--- config.mk ---
export PLATFORM = sky130hd
export DESIGN_NAME = ws_pixel_serializer
export DESIGN_NICKNAME = d
export VERILOG_FILES = /design/src/rtl/ws_pixel_serializer.sv
export SDC_FILE = /design/constraint.sdc
export NUM_CORES = 1
export LEC_CHECK = 0
export ABC_AREA = 1
export BUFFER_PORTS_ARGS = -buffer_cell sky130_fd_sc_hd__buf_2
export CAP_MARGIN = 40
export CORE_ASPECT_RATIO = 0.7
export CORE_MARGIN = 4
export CORE_UTILIZATION = 51
export DETAILED_ROUTE_END_ITERATION = 6
export PLACE_DENSITY_LB_ADDON = 0.12
export SLEW_MARGIN = 20
export SYNTH_ARGS = -nofsm -noshare
export SYNTH_HDL_FRONTEND = slang
export SYNTH_SLANG_ARGS = --single-unit
--- constraint.sdc ---
create_clock -name clk -period 1.5 [get_ports clk]
set_input_delay 0.225 -clock clk [delete_from_list [all_inputs] [get_ports clk]]
set_output_delay 0.225 -clock clk [all_outputs]
set_load 0.05 [all_outputs]
--- src/rtl/ws_pixel_serializer.sv ---
// Pixel word serializer for an LED bit-timing encoder: one-word hold buffer with
// valid/ready intake, one bit per en tick, per-frame pixel counting and underrun flagging.
module ws_pixel_serializer #(
    parameter int W         = 24,
    parameter bit MSB_FIRST = 1'b1,
    parameter int PIXELS    = 8,
    parameter int CW        = $clog2(W + 1),
    parameter int PW        = $clog2(PIXELS + 1)
) (
    input  logic          clk,
    input  logic          rst,
    input  logic          en,
    input  logic [W-1:0]  in_data,
    input  logic          in_valid,
    output logic          in_ready,
    output logic          out,
    output logic          out_valid,
    output logic          word_done,
    output logic          frame_done,
    output logic          underrun,
    output logic [CW-1:0] bits_left_dbg,
    output logic [PW-1:0] pixel_cnt_dbg
);

    logic [W-1:0]  r_hold;
    logic          r_hold_valid;
    logic [W-1:0]  r_shift;
    logic [CW-1:0] r_bits_left;
    logic [PW-1:0] r_pixel_cnt;
    logic          r_out;
    logic          r_out_valid;
    logic          r_word_done;
    logic          r_frame_done;
    logic          r_underrun;

    logic          w_accept;
    logic          w_shift;
    logic          w_load;
    logic          w_last;
    logic          w_frame_end;
    logic          w_load_bit;
    logic          w_shift_bit;
    logic [W-1:0]  w_hold_adv;
    logic [W-1:0]  w_shift_adv;

    assign in_ready    = ~r_hold_valid;
    assign w_accept    = in_valid & ~r_hold_valid;
    assign w_shift     = en && (r_bits_left != '0);
    assign w_load      = en && (r_bits_left == '0) && r_hold_valid;
    assign w_last      = w_shift && (r_bits_left == CW'(1));
    assign w_frame_end = (r_pixel_cnt == PW'(PIXELS - 1));

    // The shifter always presents the next bit at the same end; direction is
    // folded into which end is emitted and which way the word advances.
    assign w_load_bit  = MSB_FIRST ? r_hold[W-1]  : r_hold[0];
    assign w_shift_bit = MSB_FIRST ? r_shift[W-1] : r_shift[0];
    assign w_hold_adv  = MSB_FIRST ? {r_hold[W-2:0], 1'b0}  : {1'b0, r_hold[W-1:1]};
    assign w_shift_adv = MSB_FIRST ? {r_shift[W-2:0], 1'b0} : {1'b0, r_shift[W-1:1]};

    always_ff @(posedge clk) begin
        if (rst) begin
            // NOTE: data registers are cleared too so a discarded word can never leak out later.
            r_hold       <= '0;
            r_hold_valid <= 1'b0;
            r_shift      <= '0;
            r_bits_left  <= '0;
            r_pixel_cnt  <= '0;
            r_out        <= 1'b0;
            r_out_valid  <= 1'b0;
            r_word_done  <= 1'b0;
            r_frame_done <= 1'b0;
            r_underrun   <= 1'b0;
        end else begin
            r_word_done  <= 1'b0;
            r_frame_done <= 1'b0;
            r_underrun   <= 1'b0;

            // Accept and load are exclusive: accept needs an empty hold, load a full one.
            if (w_accept) begin
                r_hold       <= in_data;
                r_hold_valid <= 1'b1;
            end else if (w_load) begin
                r_hold_valid <= 1'b0;
            end

            if (w_shift) begin
                r_out       <= w_shift_bit;
                r_out_valid <= 1'b1;
                r_shift     <= w_shift_adv;
                r_bits_left <= r_bits_left - CW'(1);
                if (w_last) begin
                    r_word_done <= 1'b1;
                    if (w_frame_end) begin
                        r_frame_done <= 1'b1;
                        r_pixel_cnt  <= '0;
                    end else begin
                        r_pixel_cnt <= r_pixel_cnt + PW'(1);
                    end
                end
            end else if (w_load) begin
                r_out       <= w_load_bit;
                r_out_valid <= 1'b1;
                r_shift     <= w_hold_adv;
                r_bits_left <= CW'(W - 1);
            end else if (en) begin
                // Starved tick: mid-frame it is an underrun, the frame itself continues.
                r_out       <= 1'b0;
                r_out_valid <= 1'b0;
                if (r_pixel_cnt != '0) begin
                    r_underrun <= 1'b1;
                end
            end
        end
    end

    assign out           = r_out;
    assign out_valid     = r_out_valid;
    assign word_done     = r_word_done;
    assign frame_done    = r_frame_done;
    assign underrun      = r_underrun;
    assign bits_left_dbg = r_bits_left;
    assign pixel_cnt_dbg = r_pixel_cnt;

endmodule

==> results.py, run 1 <==
metrics = {
    "worst_setup_path": {
        "crit_path_top_cell_by_count": "sky130_fd_sc_hd__nand2_1",
        "cell_type_of_the_slowest_stage_on_the_worst_timing_path": "sky130_fd_sc_hd__dfxtp_4",
        "critical_path_class": "flip-flop to flip-flop",
        "end_kind": "flip-flop",
        "cpLargestDelayFamily": "buffers and inverters",
        "worstPathRequired_ns": 1.73,
        "cp_max_fo": 8,
        "crit_path_cell_trace": "inv_4 > ha_4 > inv_2 > nor2_4 > nand2_4 > o21ai_4 > buf_6 > clkbuf_16 > nand2_1 > nand2_1 > nor2_1",
        "cp_data_arrival_time_ns": 1.80,
        "max_stage_delay_ns": 0.35,
        "path_buf_inv": 4,
        "worst_setup_path_start_kind": "flip-flop",
    },
    "power": {
        "power_frac_comb": 0.328,
        "power_switching_mw": 1.80,
        "clkPwrFrac": 0.288,
        "peakVddDrop_mv": 0.914,
        "cellPowerDensity_nw_per_um2": 1450,
        "leakage_power_nw": 1.76,
        "p_int_mw": 3.42,
        "power.sequential.fraction": 0.383,
        "netSwitchingFraction": 0.345,
        "design_power_total_mw": 5.22,
    },
    "floorplan": {
        "die-width_um": 97.2,
        "die-area_um2": 6850,
        "die_y_um": 70.5,
        "design.portCount": 43,
        "row_count": 22,
        "floorplan.initialDensity": 0.535,
        "floorplan.core_area_um2": 5310,
    },
    "clock_network": {
        "clock-root-buffer": "sky130_fd_sc_hd__clkbuf_8",
        "tritoncts.num_buffers": 9,
        "clock_sinks": 62,
        "clock_latency_ns": 0.34,
        "worst_setup_hold_path_clk_slew_ns": 0.07,
        "htree_num_levels": 3,
        "tritoncts": "done",
        "cts.path.max_buffers": 2,
        "holdBufCountCts": 0,
    },
    "global_route": {
        "grt_max_degree": 40,
        "number_of_antenna_violations_at_the_first_check_in_global_routing": 0,
        "grt_pass1_wl_um": 11100,
        "gr-usage-all-layers": 0.199,
        "global_route.overflow_total": 0,
        "number_of_global_route_vias_before_repair": 2413,
    },
    "sta": {
        "post-route-period-util": 1.04,
        "setup_repair_after_global_routing_missed_its_margin": "true",
        "timing.slew.headroom": 0.709,
        "hold_slack_ns": 0.131,
        "timing_hold_violations_final": 0,
        "finalSetupViolCount": 12,
        "pin_slew_with_the_least_headroom_to_its_limit_ns": 0.436,
        "fin_setup_tns_ns": -0.270,
        "max_freq_mhz": 640,
        "finalWorstPathRequiredPeriod_ns": 1.56,
        "maxSlewViolCount": 0,
        "fin_skew_ns": 0.00402,
        "final.setup.worst_slack_ns": -0.0623,
    },
    "synthesis": {
        "yosysSeqAreaShare": 0.437,
        "post_synth.cell_area_avg_um2": 6.69,
        "synth_nets": 458,
        "cell_taking_the_most_area_after_synthesis": "sky130_fd_sc_hd__dfxtp_1",
        "synth_top_cell_area_share": 0.437,
        "ys_warn_count": 0,
        "yosys-top-cells-area": "sky130_fd_sc_hd__dfxtp_1, sky130_fd_sc_hd__nand2_1, sky130_fd_sc_hd__nor2_1",
        "synthArstFlopShare": 0,
        "syn_inst": 425,
        "synthesis.area_um2": 2840,
        "synth_top_flop_cell": "sky130_fd_sc_hd__dfxtp_1",
        "yosys.cell_types.count": 23,
        "synth-edff-count": 0,
        "synth-seq-cells": 62,
    },
    "place": {
        "place_inst": 530,
        "post_dp_cell_area_um2": 3200,
        "port-buffer-count": 42,
        "pre_cts_ws_ns": -0.0190,
        "dp_hpwl_um": 4230,
        "finalWeightedCongestion": 0.810,
    },
    "drt": {
        "met3WireLength_um": 365,
        "met1_length_um": 3460,
        "dr.max_layer_used": "met4",
        "route.vias.total": 2626,
        "drt_pass1_iterations": 4,
        "routed-wl-met2_um": 2990,
        "postRouteAntennaNets": 0,
        "drc": 0,
        "avgViaCountPerCell": 4.75,
        "drt_first_iter_violations": 170,
        "wl_per_cell_um": 12.3,
        "drt-total-wl_um": 6830,
    },
    "final_layout": {
        "utilization": 0.678,
        "layout-drive-gt1-share": 0.225,
        "syn2layout_area_growth_pct": 26.7,
        "layoutNonFillerInstCount": 553,
        "layout.cells.most_common_list": "sky130_fd_sc_hd__nor2_1, sky130_fd_sc_hd__nand2_1, sky130_fd_sc_hd__dfxtp_1, sky130_fd_sc_hd__buf_2, sky130_fd_sc_hd__inv_1",
        "n_antenna_cell": 0,
        "fillCellCount": 476,
        "final_common_cell": "sky130_fd_sc_hd__nor2_1",
        "design_area_um2": 3600,
        "final_net_count": 509,
    },
    "worst_hold_path": {
        "timing.hold.worst.class": "input pin to flip-flop",
    },
    "run_status": {
        "violated_checks": "setup timing",
        "status": "finished with violations",
    },
    "run": {
        "drv_cap": 0,
    },
}
==> power by group through the flow <==
stage	clock network (mW)	registers [mW]	logic, mW
floorplan	0	2.15	0.942
CTS	1.53	2.00	1.51
finish	1.51	2.00	1.71
detailed placement	0	2.03	1.48
global placement	0	2.02	1.45
global route	1.61	2.02	1.90
==> worst reg2reg max path, delay by kind of cell (launching register included) <==
family                     cells  cell delay [ns]
and+or+nand+nor                5             0.40
adders and majority gates      1             0.12
AOI/OAI and AO/OA              1             0.19
DFF                            1             0.35
buffers and inverters          4             0.40
==> synthesized netlist by cell type (2+ instances only) <==
cell	instances
sky130_fd_sc_hd__buf_2	10
sky130_fd_sc_hd__ha_1	5
sky130_fd_sc_hd__inv_1	37
sky130_fd_sc_hd__nor2_4	2
sky130_fd_sc_hd__buf_6	4
sky130_fd_sc_hd__o211ai_1	2
sky130_fd_sc_hd__clkbuf_1	8
sky130_fd_sc_hd__dfxtp_1	62
sky130_fd_sc_hd__nor2_1	102
sky130_fd_sc_hd__nand2_1	110
sky130_fd_sc_hd__o21ai_0	30
sky130_fd_sc_hd__nand3_1	30
sky130_fd_sc_hd__a21oi_1	11
sky130_fd_sc_hd__nand4_1	3
==> kinds of logic (layout without fill, tap and decap cells) <==
kind of cell / after synthesis / after routing / share of synthesized area
XOR/XNOR: 2 / 2 / 0.00617
buffers and inverters: 61 / 117 / 0.0955
flip-flops: 62 / 62 / 0.437
AO/OA/AOI/OAI: 46 / 46 / 0.0859
adder cells (fa/ha/maj): 5 / 5 / 0.0220
AND/OR/NAND/NOR: 249 / 249 / 0.354
==> registers in the layout (all words and copies together), names as in the netlist <==
register and cells:
r_hold 24, r_shift 23, bits_left_dbg 5, pixel_cnt_dbg 4, frame_done 1, out 1, out_valid 1, r_hold_valid 1
underrun 1, word_done 1
==> what timing repair did <==
item,4_1_cts,5_1_grt
pin swaps,0,5
setup buffers,0,3
cloned,0,4
gates resized for setup,3,18
setup endpoints to repair,10,48
==> final cells by class <==
type | count | area (µm²) | share of cell area
multi-input combinational | 302 | 1410 | 0.391
sequential | 62 | 1250 | 0.348
clock inverter | 2 | 10.0 | 0.00278
inverter | 38 | 151 | 0.0420
tap | 72 | 90.1 | 0.0250
timing repair buffer | 63 | 485 | 0.135
clock buffer | 14 | 204 | 0.0566
==> final timing paths <==
path / cells past startpoint / startpoint / slack, ns / to
worst max-delay path: 11 / bits_left_dbg[1] / -0.06 / r_shift[19]
worst min register to register: 2 / r_shift[1] / 0.48 / r_shift[1]
worst min-delay path: 3 / in_data[2] / 0.13 / r_hold[2]
worst max register to register: 11 / bits_left_dbg[1] / -0.06 / r_shift[19]
==> layer usage <==
layer	vias to the layer above	global-route usage
met5	-	0
met4	0	0.0430
met3	2	0.0778
met2	54	0.307
met1	1149	0.266
li1	1421	-
Note: power is estimated with default switching activity, not from simulation.
==> run 2, diff against run 1 <==
CORE_UTILIZATION = 40   (was 51)
REMOVE_ABC_BUFFERS = 1   (was default)
clock period = 2 ns   (was 1.5 ns; I/O delays follow)
==> run 2 against run 1 <==
Against the previous run:
- the flow now finishes without violations
- clock skew grew 0.0044 ns
- combinational power shrank 42%
- die area grew 25%
- sequential share of layout area grew 2.4 points
- total power shrank 31%
- first-iteration DRC count shrank 41%
- flip-flop and latch count is the same
- clock-buffer cell count shrank 1
- critical path type unchanged
- critical endpoint is now r_shift[6]
- largest cell class unchanged
- highest routed layer unchanged
==> results.py, run 2 (synthesis gave the netlist of run 1 again) <==
metrics = {
    "run_status": {
        "status": "complete, no violations",
    },
    "worst_setup_path": {
        "critical_path_cell_count": 10,
        "cell_type_of_the_slowest_stage_on_the_worst_timing_path": "sky130_fd_sc_hd__dfxtp_1",
        "reg2reg_from": "bits_left_dbg[0]",
        "cp_data_arrival_time_ns": 1.96,
        "worst_setup_path_start_kind": "flip-flop",
        "rrSetupSlack_ns": 0.28,
        "worstSetupStartpoint": "bits_left_dbg[0]",
        "worstPathRequired_ns": 2.24,
        "cp_max_fo": 45,
        "cpLargestDelayFamily": "simple AND/OR/NAND/NOR gates",
        "worst_r2r_path_depth": 10,
        "crit_path_cell_trace": "inv_1 > ha_1 > inv_1 > nor2_2 > nand2_4 > o21ai_2 > buf_12 > nand2_1 > nand2_1 > nor2_1",
        "r2r_end": "r_shift[6]",
        "setup_crit_end": "r_shift[6]",
        "path_buf_inv": 3,
        "end_kind": "flip-flop",
        "max_stage_delay_ns": 0.32,
        "critical_path_class": "flip-flop to flip-flop",
    },
    "clock_network": {
        "clock_latency_ns": 0.34,
        "clock-root-buffer": "sky130_fd_sc_hd__clkbuf_8",
        "clock_sinks": 62,
        "post_cts_buffers": 0,
        "tritoncts.num_buffers": 9,
        "worst_setup_hold_path_clk_slew_ns": 0.07,
        "tritoncts": "done",
        "cts.path.max_buffers": 2,
        "htree_num_levels": 3,
    },
    "floorplan": {
        "floorplan.initialDensity": 0.417,
        "floorplan.core_area_um2": 6820,
        "die-area_um2": 8540,
        "die-width_um": 109,
        "row_count": 25,
        "die_y_um": 78.5,
        "design.portCount": 43,
    },
    "final_layout": {
        "largest-register": "r_hold",
        "fillCellCount": 758,
        "utilization": 0.490,
        "final_net_count": 498,
        "layout.cells.most_common_list": "sky130_fd_sc_hd__nand2_1, sky130_fd_sc_hd__nor2_1, sky130_fd_sc_hd__dfxtp_1, sky130_fd_sc_hd__buf_2, sky130_fd_sc_hd__inv_1",
        "syn2layout_area_growth_pct": 17.6,
        "final_common_cell": "sky130_fd_sc_hd__nand2_1",
        "n_antenna_cell": 0,
        "number_of_flip_flops_in_the_largest_register": 24,
        "layout-drive-gt1-share": 0.151,
    },
    "sta": {
        "post-route-period-util": 0.861,
        "final.setup.worst_slack_ns": 0.278,
        "timing_hold_violations_final": 0,
        "maxSlewViolCount": 0,
        "finalSetupViolCount": 0,
        "max_freq_mhz": 581,
        "fin_skew_ns": 0.00839,
        "pin_slew_with_the_least_headroom_to_its_limit_ns": 0.448,
        "setup_repair_after_global_routing_missed_its_margin": "false",
        "finalWorstPathRequiredPeriod_ns": 1.72,
        "timing.slew.headroom": 0.701,
    },
    "power": {
        "peakVddDrop_mv": 0.433,
        "p_int_mw": 2.36,
        "power.sequential.fraction": 0.412,
        "cellPowerDensity_nw_per_um2": 1080,
        "leakage_power_nw": 1.66,
        "power_switching_mw": 1.24,
        "power_frac_comb": 0.276,
        "netSwitchingFraction": 0.344,
        "clkPwrFrac": 0.311,
    },
    "drt": {
        "avgViaCountPerCell": 4.54,
        "route.vias.total": 2560,
        "drt_first_iter_violations": 101,
        "postRouteAntennaNets": 0,
        "drt_pass1_iterations": 4,
        "drt-total-wl_um": 6400,
        "drc": 0,
        "wl_per_cell_um": 11.3,
    },
    "global_route": {
        "number_of_antenna_violations_at_the_first_check_in_global_routing": 0,
        "global_route.overflow_total": 0,
        "grt_pass1_wl_um": 10800,
        "gr-usage-all-layers": 0.161,
        "grt_max_degree": 46,
        "number_of_global_route_vias_before_repair": 2287,
    },
    "place": {
        "port-buffer-count": 42,
        "dp_hpwl_um": 4170,
        "finalWeightedCongestion": 0.808,
        "pre_cts_ws_ns": 0.269,
    },
    "run": {
        "drv_cap": 0,
    },
    "worst_hold_path": {
        "timing.hold.worst.class": "input pin to flip-flop",
    },
}
[run 2: cell type report]
type | instances | area, µm² | share of cell area
inverter | 38 | 143 | 0.0427
timing repair buffer | 52 | 309 | 0.0925
clock buffer | 13 | 159 | 0.0476
sequential | 62 | 1240 | 0.372
tap | 94 | 118 | 0.0352
multi-input combinational | 302 | 1330 | 0.398
clock inverter | 3 | 42.5 | 0.0127
[run 2: per-stage QoR]
stage	instances	setup TNS (ns)	power, mW	hold WS, ns	cell area, µm²
2_1_floorplan	402	-16.13	2.21	0.369	2710
3_3_place_gp	547	0	2.49	0.455	3120
6_report	564	0	3.60	0.202	3340
5_1_grt	564	0	3.85	0.197	3340
4_1_cts	563	0	3.63	0.181	3320
3_5_place_dp	547	0	2.50	0.464	3120
[run 2: worst register-to-register path, cell delays in order, from the launching register on]
cell                      delay [ns]
sky130_fd_sc_hd__dfxtp_1        0.32
sky130_fd_sc_hd__inv_1          0.15
sky130_fd_sc_hd__ha_1           0.17
sky130_fd_sc_hd__inv_1          0.04
sky130_fd_sc_hd__nor2_2         0.16
sky130_fd_sc_hd__nand2_4        0.15
sky130_fd_sc_hd__o21ai_2        0.21
sky130_fd_sc_hd__buf_12         0.23
sky130_fd_sc_hd__nand2_1        0.09
sky130_fd_sc_hd__nand2_1        0.06
sky130_fd_sc_hd__nor2_1         0.04
[run 2: per-layer routing]
layer,track usage,wire length [µm]
met2,0.240,2650
met1,0.217,3190
met4,0.0530,73
met3,0.0559,491
met5,0,0
[run 2: power by group through the flow]
stage               logic [mW]  clock network [mW]  registers (mW)
floorplan                0.608                   0            1.60
global placement         0.977                   0            1.51
detailed placement       0.988                   0            1.51
CTS                      0.993                1.16            1.48
global route              1.13                1.21            1.51
finish                   0.995                1.12            1.49
[run 2: worst min path at each step]
stage / from / endpoint / slack (ns) / cells past startpoint
floorplan: rst / bits_left_dbg[2] / 0.37 / 1
global placement: r_shift[1] / r_shift[1] / 0.45 / 2
detailed placement: r_shift[1] / r_shift[1] / 0.46 / 2
CTS: in_data[7] / r_hold[7] / 0.18 / 3
global route: in_data[7] / r_hold[7] / 0.20 / 3
finish: in_data[2] / r_hold[2] / 0.20 / 3
[run 2: timing repair]
action | in CTS | in global routing
endpoints found under the setup margin | 0 | 1
hold buffers | 0 | 0
gates resized for setup | 0 | 1
==> run 3, diff against run 2 <==
GPL_TIMING_DRIVEN = 0   (was default)
==> run 3 against run 2 <==
Against the previous run:
- combinational power is 7% higher
- clock skew is 0.0021 ns lower
- via count up 0.55%
- routed wire length rose by 1.4%
- sequential share of layout area up 0.098 points
- cell count decreased by 1.1%
- core utilization shrank 0.13 points
- global-route usage grew 0.35 points
- largest cell class unchanged
==> results.py, run 3 (synthesis gave the netlist of run 1 again) <==
metrics = {
    "sta": {
        "final.setup.worst_slack_ns": 0.148,
        "maxSlewViolCount": 0,
        "setup_repair_after_global_routing_missed_its_margin": "true",
        "timing_hold_violations_final": 0,
        "finalSetupViolCount": 0,
        "fin_skew_ns": 0.00630,
        "pin_slew_with_the_least_headroom_to_its_limit_ns": 0.705,
        "finalWorstPathRequiredPeriod_ns": 1.85,
        "timing.slew.headroom": 0.530,
        "post-route-period-util": 0.926,
        "max_freq_mhz": 540,
    },
    "power": {
        "peakVddDrop_mv": 0.509,
        "cellPowerDensity_nw_per_um2": 1040,
        "leakage_power_nw": 1.62,
    },
    "global_route": {
        "global_route.overflow_total": 0,
        "number_of_global_route_vias_before_repair": 2339,
        "gr-usage-all-layers": 0.165,
        "grt_max_degree": 55,
        "grt_pass1_wl_um": 11100,
        "number_of_antenna_violations_at_the_first_check_in_global_routing": 0,
    },
    "clock_network": {
        "clock-root-buffer": "sky130_fd_sc_hd__clkbuf_8",
        "htree_num_levels": 3,
        "worst_setup_hold_path_clk_slew_ns": 0.07,
        "holdBufCountCts": 0,
        "clock_sinks": 62,
        "tritoncts.num_buffers": 9,
        "tritoncts": "done",
        "clock_latency_ns": 0.32,
        "cts.path.max_buffers": 2,
    },
    "drt": {
        "drc": 0,
        "drt_first_iter_violations": 153,
        "avgViaCountPerCell": 4.61,
        "drt_pass1_iterations": 4,
        "route.vias.total": 2574,
        "drt-total-wl_um": 6480,
        "postRouteAntennaNets": 0,
        "wl_per_cell_um": 11.6,
    },
    "run_status": {
        "status": "complete, no violations",
    },
    "floorplan": {
        "floorplan.initialDensity": 0.417,
        "design.portCount": 43,
        "die-width_um": 109,
        "die-area_um2": 8540,
        "die_y_um": 78.5,
        "floorplan.core_area_um2": 6820,
        "row_count": 25,
    },
    "final_layout": {
        "final_common_cell": "sky130_fd_sc_hd__nand2_1",
        "number_of_flip_flops_in_the_largest_register": 24,
        "layout-drive-gt1-share": 0.149,
        "design_area_um2": 3330,
        "final_net_count": 494,
        "ff_latch_area_um2": 1240,
        "syn2layout_area_growth_pct": 17.3,
        "layout.cells.most_common_list": "sky130_fd_sc_hd__nand2_1, sky130_fd_sc_hd__nor2_1, sky130_fd_sc_hd__dfxtp_1, sky130_fd_sc_hd__buf_2, sky130_fd_sc_hd__inv_1",
        "largest-register": "r_hold",
        "n_antenna_cell": 0,
        "fillCellCount": 769,
        "total_area_of_multi_input_combinational_cells_um2": 1390,
    },
    "worst_setup_path": {
        "cp_max_fo": 27,
        "worstPathRequired_ns": 2.22,
        "worst_setup_path_start_kind": "flip-flop",
        "cp_data_arrival_time_ns": 2.07,
        "critical_path_class": "flip-flop to flip-flop",
        "end_kind": "flip-flop",
    },
    "run": {
        "drv_cap": 0,
    },
    "place": {
        "post_dp_cell_area_um2": 3090,
        "port-buffer-count": 42,
        "finalWeightedCongestion": 0.783,
        "dp_hpwl_um": 3880,
        "pre_cts_ws_ns": -0.325,
    },
    "worst_hold_path": {
        "timing.hold.worst.class": "input pin to flip-flop",
    },
}
## run 3: repair_timing
item | CTS | global route
buffers inserted | 2 | 0
pin swaps | 1 | 1
endpoints found under the setup margin | 57 | 57
hold endpoints to repair | 0 | 0
cloned | 2 | 0
resized for setup | 6 | 5
## run 3: worst max-delay path: stages, from the launching register on
cell	delay, ns
sky130_fd_sc_hd__dfxtp_1	0.34
sky130_fd_sc_hd__inv_1	0.11
sky130_fd_sc_hd__ha_1	0.21
sky130_fd_sc_hd__inv_1	0.09
sky130_fd_sc_hd__nor2_4	0.06
sky130_fd_sc_hd__nand2_8	0.19
sky130_fd_sc_hd__nand2_8	0.14
sky130_fd_sc_hd__buf_12	0.21
sky130_fd_sc_hd__nor2_4	0.15
sky130_fd_sc_hd__inv_1	0.09
sky130_fd_sc_hd__nor2_1	0.09
sky130_fd_sc_hd__nor2_1	0.05
## run 3: cell type report
type	count	area share
multi-input cells	303	0.417
flip-flops and latches	62	0.373
repair buffers	46	0.0819
inverters	38	0.0443
clock buffers	12	0.0436
well taps	94	0.0353
clock inverters	2	0.00300
repair inverters	1	0.00225
## run 3: worst paths after layout
path / start / end / slack [ns] / cells after the start
setup / recovery: bits_left_dbg[0] / pixel_cnt_dbg[1] / 0.15 / 11
hold / removal: in_data[19] / r_hold[19] / 0.22 / 3
setup reg to reg: bits_left_dbg[0] / pixel_cnt_dbg[1] / 0.15 / 11
hold reg to reg: r_shift[1] / r_shift[1] / 0.47 / 2
## run 3: where the power goes
group	internal, mW	total, mW	leakage (nW)	switching (mW)
Sequential	1.39	1.49	0.512	0.0994
Combinational	0.349	1.06	1.03	0.715
Clock	0.466	0.908	0.0821	0.441
## run 3: through the flow
step / setup TNS, ns / total power [mW] / std cells / utilization / hold slack [ns]
finish: 0 / 3.46 / 558 / 0.489 / 0.220
global route: -0.0142 / 3.72 / 558 / 0.489 / 0.213
CTS: 0 / 3.47 / 558 / 0.484 / 0.207
detailed placement: -11.20 / 2.50 / 540 / 0.453 / 0.461
global placement: -34.47 / 2.44 / 538 / 0.446 / 0.461
floorplan: -16.13 / 2.21 / 402 / - / 0.369
## run 3: metal layers
layer  up-vias  part of all wire  wire length (µm)  GRT usage
li1       1385                 -                 -          -
met1      1144              0.52              3350      0.224
met2        40              0.43              2810      0.255
met3         5             0.041               264     0.0485
met4         0            0.0094                61     0.0454
met5         -                 0                 0          0
